File: config.mk
export PLATFORM = sky130hd
export DESIGN_NAME = clk_div_ratio_ctrl
export DESIGN_NICKNAME = d
export VERILOG_FILES = /design/src/rtl/clk_div_pkg.sv /design/src/rtl/clk_div_ratio_step.sv /design/src/rtl/clk_div_ratio_ctrl.sv
export SDC_FILE = /design/constraint.sdc
export NUM_CORES = 1
export LEC_CHECK = 0
export CORE_UTILIZATION = 51
export DETAILED_ROUTE_END_ITERATION = 16
export GPL_TIMING_DRIVEN = 0
export PLACE_DENSITY = 0.75
export SYNTH_ARGS = -nofsm -noshare
export SYNTH_HDL_FRONTEND = slang
export SYNTH_SLANG_ARGS = --single-unit
File: constraint.sdc
create_clock -name i_clk -period 4.4 [get_ports i_clk]
set_input_delay 0.88 -clock i_clk [delete_from_list [all_inputs] [get_ports i_clk]]
set_output_delay 0.88 -clock i_clk [all_outputs]
set_load 0.02 [all_outputs]
File: src/rtl/clk_div_pkg.sv
// Shared types and helpers for the clock-divider ratio controller.
// Ratios use the divider encoding where 0 stands for 2^RATIO_WID.
package clk_div_pkg;

    localparam int unsigned RATIO_WID = 8;

    typedef enum logic [0:0] {
        StIdle,
        StRamp
    } state_e;

    // Divider encoding -> effective value (0 maps to 2^RATIO_WID)
    function automatic logic [RATIO_WID:0] ratio_to_eff(input logic [RATIO_WID-1:0] r);
        return (r == '0) ? {1'b1, {RATIO_WID{1'b0}}} : {1'b0, r};
    endfunction

    function automatic logic [RATIO_WID-1:0] eff_to_ratio(input logic [RATIO_WID:0] e);
        return e[RATIO_WID-1:0];
    endfunction

endpackage

File: src/rtl/clk_div_ratio_step.sv
// Combinational ramp step: moves cur_eff towards tgt_eff by at most step (0 = unlimited).
module clk_div_ratio_step #(
    parameter int unsigned RATIO_WID = 8
) (
    input  logic [RATIO_WID:0]   cur_eff,
    input  logic [RATIO_WID:0]   tgt_eff,
    input  logic [RATIO_WID-1:0] step,
    output logic [RATIO_WID:0]   nxt_eff,
    output logic                 reached
);

    logic                 up;
    logic [RATIO_WID:0]   diff;
    logic [RATIO_WID:0]   step_ext;

    always_comb begin
        up       = (tgt_eff >= cur_eff);
        diff     = up ? (tgt_eff - cur_eff) : (cur_eff - tgt_eff);
        step_ext = {1'b0, step};
        // diff > step guarantees the partial move stays strictly between cur and tgt
        if ((step == '0) || (diff <= step_ext)) begin
            nxt_eff = tgt_eff;
        end else if (up) begin
            nxt_eff = cur_eff + step_ext;
        end else begin
            nxt_eff = cur_eff - step_ext;
        end
        reached = (nxt_eff == tgt_eff);
    end

endmodule

File: src/rtl/clk_div_ratio_ctrl.sv
// Owns the divider ratio: accepts change requests and applies them only on period
// boundaries, optionally ramping in bounded steps.
module clk_div_ratio_ctrl
    import clk_div_pkg::*;
#(
    parameter int unsigned RATIO_WID = 8,
    parameter int unsigned RST_RATIO = 1
) (
    input  logic                 i_clk,
    input  logic                 rst,
    input  logic                 req_vld,
    input  logic [RATIO_WID-1:0] req_ratio,
    input  logic [RATIO_WID-1:0] req_step,
    output logic                 req_rdy,
    input  logic                 req_abort,
    input  logic                 div_en,
    output logic [RATIO_WID-1:0] ratio,
    output logic                 busy,
    output logic                 done
);

    state_e               state_q, state_d;
    logic [RATIO_WID-1:0] ratio_q, ratio_d;
    logic [RATIO_WID:0]   tgt_q, tgt_d;
    logic [RATIO_WID-1:0] step_q, step_d;
    logic                 done_q, done_d;

    logic [RATIO_WID:0]   cur_eff;
    logic [RATIO_WID:0]   req_eff;
    logic [RATIO_WID:0]   nxt_eff;
    logic                 reached;

    assign cur_eff = (ratio_q == '0) ? {1'b1, {RATIO_WID{1'b0}}} : {1'b0, ratio_q};
    assign req_eff = (req_ratio == '0) ? {1'b1, {RATIO_WID{1'b0}}} : {1'b0, req_ratio};

    clk_div_ratio_step #(
        .RATIO_WID (RATIO_WID)
    ) u_step (
        .cur_eff (cur_eff),
        .tgt_eff (tgt_q),
        .step    (step_q),
        .nxt_eff (nxt_eff),
        .reached (reached)
    );

    always_comb begin
        state_d = state_q;
        ratio_d = ratio_q;
        tgt_d   = tgt_q;
        step_d  = step_q;
        done_d  = 1'b0;
        unique case (state_q)
            StIdle: begin
                if (req_vld) begin
                    tgt_d   = req_eff;
                    step_d  = req_step;
                    state_d = StRamp;
                end
            end
            StRamp: begin
                // Abort beats a coincident boundary: the ratio is left untouched
                if (req_abort) begin
                    state_d = StIdle;
                end else if (div_en) begin
                    ratio_d = nxt_eff[RATIO_WID-1:0];
                    if (reached) begin
                        state_d = StIdle;
                        done_d  = 1'b1;
                    end
                end
            end
            default: state_d = StIdle;
        endcase
    end

    always_ff @(posedge i_clk) begin
        if (rst) begin
            state_q <= StIdle;
            ratio_q <= RATIO_WID'(RST_RATIO);
            tgt_q   <= '0;
            step_q  <= '0;
            done_q  <= 1'b0;
        end else begin
            state_q <= state_d;
            ratio_q <= ratio_d;
            tgt_q   <= tgt_d;
            step_q  <= step_d;
            done_q  <= done_d;
        end
    end

    assign req_rdy = (state_q == StIdle);
    assign busy    = (state_q == StRamp);
    assign ratio   = ratio_q;
    assign done    = done_q;

endmodule
# Word level (Yosys, flattened, before mapping)
# Index checks and enable logic that the tools add are counted.
# totals
regBits,27
inputBits,21
output_inout_bits,11
elab_cells,33
# op_classes
addsub,4
order_cmp,2
n_eq_ne,1
muxes,11
n_bitwise,3
reduce_logical,7
# op_table
operator,n
$mux W9,5
$logic_not A8 Y1,3
$sub A9 B9 Y9,2
$add A9 B8 Y9,1
$eq A9 B9 Y1,1
$ge A9 B9 Y1,1
$le A9 B8 Y1,1
$sub A9 B8 Y9,1
$mux W1,5
$reduce_or A4 Y1,1
$not A1 Y1,3
$reduce_and A3 Y1,1
$pmux W1 S2,1
$reduce_and A2 Y1,1
$logic_or A1 B1 Y1,1

# Depth between registers and ports, before layout
# depth
depth_word,12
mapped_depth,20
depth_no_buf,18

# By module
# From an unflattened synthesis, not the netlist that was laid out.
# unflattened
hier_cells,368
hier_area_um2,2921.6
# modules_own_cells
mod,instances,cells_each,area_per_inst_um2,seq_area_each_um2
clk_div_ratio_step,1,244,1819.2,0.0
clk_div_ratio_ctrl,1,124,1102.3,540.5

# Least setup slack after synthesis
# No wires, ideal clock.
# synth_timing
kind,flip-flop to flip-flop
startpoint,"register ratio_q[5], in the netlist ratio[5]"
endpoint,"register state_q, in the netlist busy"
setup_time_ns,0.059
t_arrival_ns,4.118
required_time_ns,4.341
path_slack_ns,0.223
path_stages_with_launch,18
path_buffers,3
synth_period_minus_slack_ns,4.177
cell_sequence,dfxtp_1 inv_1 ha_1 buf_6 a211oi_2 o221ai_1 a211o_1 buf_6 buf_2 mux2_2 fa_1 a211oi_1 nor2_1 o21a_1 o41ai_1 xnor3_1 nand4_1 a41o_1
# synth_between
elab_chain_cells,12
word_cells_on_any_way,17
cone_classes,add/sub: 4; order compare: 2; eq/ne: 1; mux: 8; reduce/logical: 2
# synth_lines
element,line_no,source
from (decl),clk_div_ratio_ctrl.sv:23,"logic [RATIO_WID-1:0] ratio_q, ratio_d;"
from (signal assigned),clk_div_ratio_ctrl.sv:79,ratio_q <= RATIO_WID'(RST_RATIO);
from (signal assigned),clk_div_ratio_ctrl.sv:85,ratio_q <= ratio_d;
$logic_not A8 Y1,clk_div_ratio_ctrl.sv:33,"assign cur_eff = (ratio_q == '0) ? {1'b1, {RATIO_WID{1'b0}}} : {1'b0, ratio_q};"
$mux W9 *,clk_div_ratio_ctrl.sv:33,
$sub A9 B9 Y9 or $ge A9 B9 Y1 (tied branches),"clk_div_ratio_step.sv:18, clk_div_ratio_step.sv:17",
$mux W9,clk_div_ratio_step.sv:18,diff = up ? (tgt_eff - cur_eff) : (cur_eff - tgt_eff);
$le A9 B8 Y1,clk_div_ratio_step.sv:21,if ((step == '0) || (diff <= step_ext)) begin
$logic_or A1 B1 Y1,clk_div_ratio_step.sv:21,
$mux W9 *,clk_div_ratio_step.sv:21,
$eq A9 B9 Y1 *,clk_div_ratio_step.sv:28,reached = (nxt_eff == tgt_eff);
$mux W1 *,clk_div_ratio_ctrl.sv:66,if (reached) begin
$mux W1 *,clk_div_ratio_ctrl.sv:64,end else if (div_en) begin
$mux W1 *,clk_div_ratio_ctrl.sv:62,if (req_abort) begin
$pmux W1 S2 *,clk_div_ratio_ctrl.sv:52,unique case (state_q)
to (signal assigned),clk_div_ratio_ctrl.sv:78,state_q <= StIdle;
to (signal assigned),clk_div_ratio_ctrl.sv:84,state_q <= state_d;
to (decl),clk_div_ratio_ctrl.sv:22,"state_e state_q, state_d;"
# Mark *: on every way between the ends. The rest lies on a longest branch, timed or not.
# A chain may end at the register's enable or synchronous reset.

# Worst setup path after layout
# layout_timing
startpoint,"register ratio_q[6], in the netlist ratio[6]"
endpoint,"register state_q, in the netlist busy"
# The elaborated chain is that of the path after synthesis.

==> summary.md <==
| Metric | Value |
|---|---|
| Status | `completed` |
| Core footprint | `5205 µm²` |
| Critical path, cell by cell | `nor4_2 -> nand2_1 -> ha_4 -> nand2_1 -> a211oi_2 -> a211o_1 -> buf_12 -> mux2_2 -> fa_2 -> a211oi_2 -> nor2_1 -> o21a_1 -> mux2_2 -> a211oi_1 -> nand4_1 -> a41o_1` |
| Post-Synth XOR/XNOR Area | `about 8.8%` |
| Initial DRC count | `~190` |
| Met1 WL | `3307 µm` |
| CTS tree | `yes` |
| Pleak | `1.311 nW` |
| Adder-Cell Fraction of Synth Area | `17.62%` |
| Remaining antenna violation count | `0` |
| Setup violators final | `0` |
| Critical Path RT | `4.58 ns` |
| Hold WC Path Type | `register to register` |
| R2R cell count | `16` |
| Initial core utilization | `about 54%` |
| Hold-fix buffers, CTS | `0` |
| Max Used Layer | `met4` |
| Max_slew headroom | `67.42%` |
| CTS Buffer Depth | `2` |
| Setup crit start kind | `register` |
| IO Count | `32` |
| Vias/cell | `5.553` |
| Largest delay share family, worst path | `compound AO/OA/AOI/OAI gates` |
| CTS clock-pin slew for the worst setup and hold paths | `approximately 0.09 ns` |
| Mapped Nets | `429` |
| Min cycle time layout | `4.264 ns` |
| Worst Path Buf+Inv | `1` |
| Worst hold margin | `0.4647 ns` |
| DRC viols | `0` |
| Post-detail-place hpwl | `5617 µm` |
| TritonRoute pass-1 iters | `5` |
| Simple logic cell fraction of the synthesized area | `between 10% and 20%` |
| Met3 Wirelength | `311 µm` |
| Antenna diodes | `0` |
| Stages on worst setup path | `16` |
| Largest net degree at the start of global routing | `18` |
| Fraction of layout instances using a drive strength above 1 | `10.40%` |
| CTS Root Cell | `clkbuf_8` |
| Pwr Total | `1.321 mW` |
| GRT Overall Usage | `between 20% and 30%` |
| Area grow syn2layout | `19.05%` |
| Clk sinks | `27` |
| Compound-Gate Fraction of Synth Area | `20.25%` |
| Power density over cell area | `394.7 nW/µm²` |
| Die W | `approximately 76 µm` |
| Initial antenna violation count | `0` |
| Synth cell types | `50` |
| Slew @ Worst Pin | `0.4887 ns` |
| Final WL | `6939 µm` |
| Crit path largest cell delay | `0.41 ns` |
| Clk_lat worst skew | `~0.27 ns` |
| Fin. max-slew vios | `0` |
| EDFF count, synth | `0` |
| Post-synthesis async set-or-reset flop share | `0%` |
| Worst Path Max Fanout | `17` |
| Largest family of logic cells by synthesized area | `compound AO/OA/AOI/OAI gates` |
| Worst R2R Setup Slack | `0.14 ns` |
| Max rail drop VDD | `0.2222 mV` |
| CP Capture Point | `busy$_SDFF_PP0_` |
| Vias in the first global route | `2,528` |
| Final worst path period share | `96.91%` |
| Worst r2r dst | `busy$_SDFF_PP0_` |
| Synth Instances | `371` |
| Mux cell area share after synthesis | `5.919%` |
| Routed length per instance | `between 10 and 15 µm` |
| Worst Skew | `0.004277 ns` |
| CP Class | `register to register` |
| Crit end category | `register` |
| MaxCap Viol Count | `0` |
| Register area share after synthesis | `19.23%` |
| Vias post-DR | `2,632` |
| Reg-to-Reg Start | `ratio[6]$_SDFFE_PP0P_` |
| Die height | `76.25 µm` |
| Die ar. | `5813 µm²` |
| Synthesized area | `2811 µm²` |
| Filler cells | `494` |
| Max frequency | `between 0.2 and 0.25 GHz` |
| Mean Syn Cell Area | `7.578 µm²` |
| Critical Path Slowest Stage Cell | `fa_2` |
| CTS Buf Count | `3` |
| Layout Nets | `463` |
| Crit path DAT | `between 4 and 5 ns` |
| Global-route wire length before repair | `roughly 11,000 µm` |
| Final Hold Fails | `0` |
| Global route overflow | `0` |
| Crit path from | `ratio[6]$_SDFFE_PP0P_` |
| Count of input and output buffers | `31` |
| Post-synth top flop | `dfxtp_1` |
| # rows | `26` |
| Number of synthesis warnings | `0` |
| DR WL met2 | `3163 µm` |
| H-tree depth | `1` |
| Routability cong. | `between 0.8 and 0.9` |
| Number of synthesized register bits | `27` |
-- layout by cell type (no fill, tap or decap), drive strengths merged, types with 3 or more instances in the layout --
| cell type | instances |
|---|---|
| buf | 8 |
| nor3b | 3 |
| o21ai | 16 |
| dfxtp | 27 |
| fa | 3 |
| a211oi | 9 |
| o22ai | 3 |
| nor3 | 10 |
| nand3 | 10 |
| clkbuf | 20 |
| o21bai | 3 |
| nand4 | 6 |
| nor4 | 5 |
| inv | 34 |
| mux2 | 5 |
| clkdlybuf4s50 | 31 |
| nor2b | 7 |
| xnor2 | 17 |
| o41ai | 3 |
| ha | 34 |
| nand2 | 48 |
| a21oi | 39 |
| xor2 | 6 |
| nor2 | 20 |
| mux2i | 11 |
-- stage by stage --
stage / std cells / util (%) / setup WS, ns / cell area [µm²] / TNS [ns]
finish: 474 / 64.30 / 0.1358 / 3347 / 0
detailed placement: 472 / 61.66 / -0.3218 / 3209 / -0.6213
global placement: 472 / 61.66 / -0.2606 / 3209 / -0.5025
global route: 474 / 64.30 / -0.007442 / 3347 / -0.007442
floorplan: 371 / - / 0.2227 / 2811 / 0
CTS: 474 / 62.93 / 0.01097 / 3276 / 0
-- layout make-up --
cell class	instances	area [µm²]	area share, %
Buffer	23	122.6	3.664
Multi-Input combinational cell	284	2090	62.43
Tap cell	70	87.58	2.617
Timing Repair Buffer	32	317.8	9.495
Sequential cell	27	556.8	16.64
Clock buffer	4	45.04	1.346
Inverter	34	127.6	3.813
-- worst min path at each step --
stage	from	end	slack (ns)	cells past startpoint
floorplan	step_q[4]$_SDFFE_PP0P_	step_q[4]$_SDFFE_PP0P_	0.44	2
global placement	step_q[5]$_SDFFE_PP0P_	step_q[5]$_SDFFE_PP0P_	0.45	2
detailed placement	step_q[5]$_SDFFE_PP0P_	step_q[5]$_SDFFE_PP0P_	0.46	2
CTS	step_q[5]$_SDFFE_PP0P_	step_q[5]$_SDFFE_PP0P_	0.47	2
global route	step_q[5]$_SDFFE_PP0P_	step_q[5]$_SDFFE_PP0P_	0.49	2
finish	step_q[5]$_SDFFE_PP0P_	step_q[5]$_SDFFE_PP0P_	0.46	2
-- sequential cells by signal (all words and copies together) (netlist names) --
name and cells:
done 1, ratio 8, tgt_q 9, busy 1, step_q 8
-- worst reg2reg max path, cell delays in order (launching register included) --
cell and delay [ns]:
dfxtp_2 0.37, nor4_2 0.30, nand2_1 0.16, ha_4 0.31, nand2_1 0.06, a211oi_2 0.24
a211o_1 0.18, buf_12 0.16, mux2_2 0.39, fa_2 0.41, a211oi_2 0.22, nor2_1 0.12
o21a_1 0.23, mux2_2 0.29, a211oi_1 0.24, nand4_1 0.21, a41o_1 0.28
-- Yosys cell counts, types with 2 or more instances --
master | n | share of area (%)
ha_1 | 34 | 15
nand4_1 | 5 | 1.1
mux2i_1 | 11 | 3.9
nor4_1 | 5 | 1.1
mux2_2 | 5 | 2.0
o22ai_1 | 3 | 0.67
a31oi_1 | 2 | 0.44
o21bai_1 | 3 | 0.80
nor3_1 | 10 | 1.8
a211oi_2 | 2 | 0.89
xnor3_1 | 2 | 1.6
dfxtp_1 | 27 | 19
o21ai_0 | 16 | 2.8
nor3b_1 | 3 | 0.80
nand2_1 | 48 | 6.4
clkbuf_1 | 17 | 2.3
fa_1 | 3 | 2.1
xnor2_1 | 17 | 5.3
a21oi_1 | 39 | 6.9
nor2b_1 | 7 | 1.6
buf_6 | 3 | 1.2
o221ai_1 | 2 | 0.62
nor2_1 | 20 | 2.7
xor2_1 | 6 | 1.9
a211oi_1 | 7 | 1.9
buf_1 | 2 | 0.27
nand3_1 | 10 | 1.8
a21o_1 | 2 | 0.53
o21a_1 | 2 | 0.53
o41ai_1 | 3 | 0.93
inv_1 | 34 | 4.5
buf_2 | 3 | 0.53
-- layer usage --
metal / track usage (%) / up-vias
met1: 31.83 / 1187
li1: - / 1357
met5: 0 / -
met3: 3.593 / 16
met4: 8.462 / 0
met2: 40.36 / 72
-- report_power, final --
part | switching (mW) | internal [mW]
Clock | 0.0774 | 0.0650
Sequential | 0.0272 | 0.263
Combinational | 0.471 | 0.417
-- cells by family (layout without fill, tap and decap cells) --
logic type,Yosys count,count (layout)
AND/OR/NAND/NOR,115,115
XOR/XNOR,25,25
adder cells (fa/ha/maj),38,38
buffers and inverters,60,93
flip-flops,27,27
multiplexers,16,16
AO/OA/AOI/OAI,90,90
-- repair_timing --
action,in CTS,in global routing
endpoints found under the setup margin,4,9
pin swaps,1,9
resized for setup,6,25
buffers inserted,0,1
Note: power is estimated with default switching activity, not from simulation.
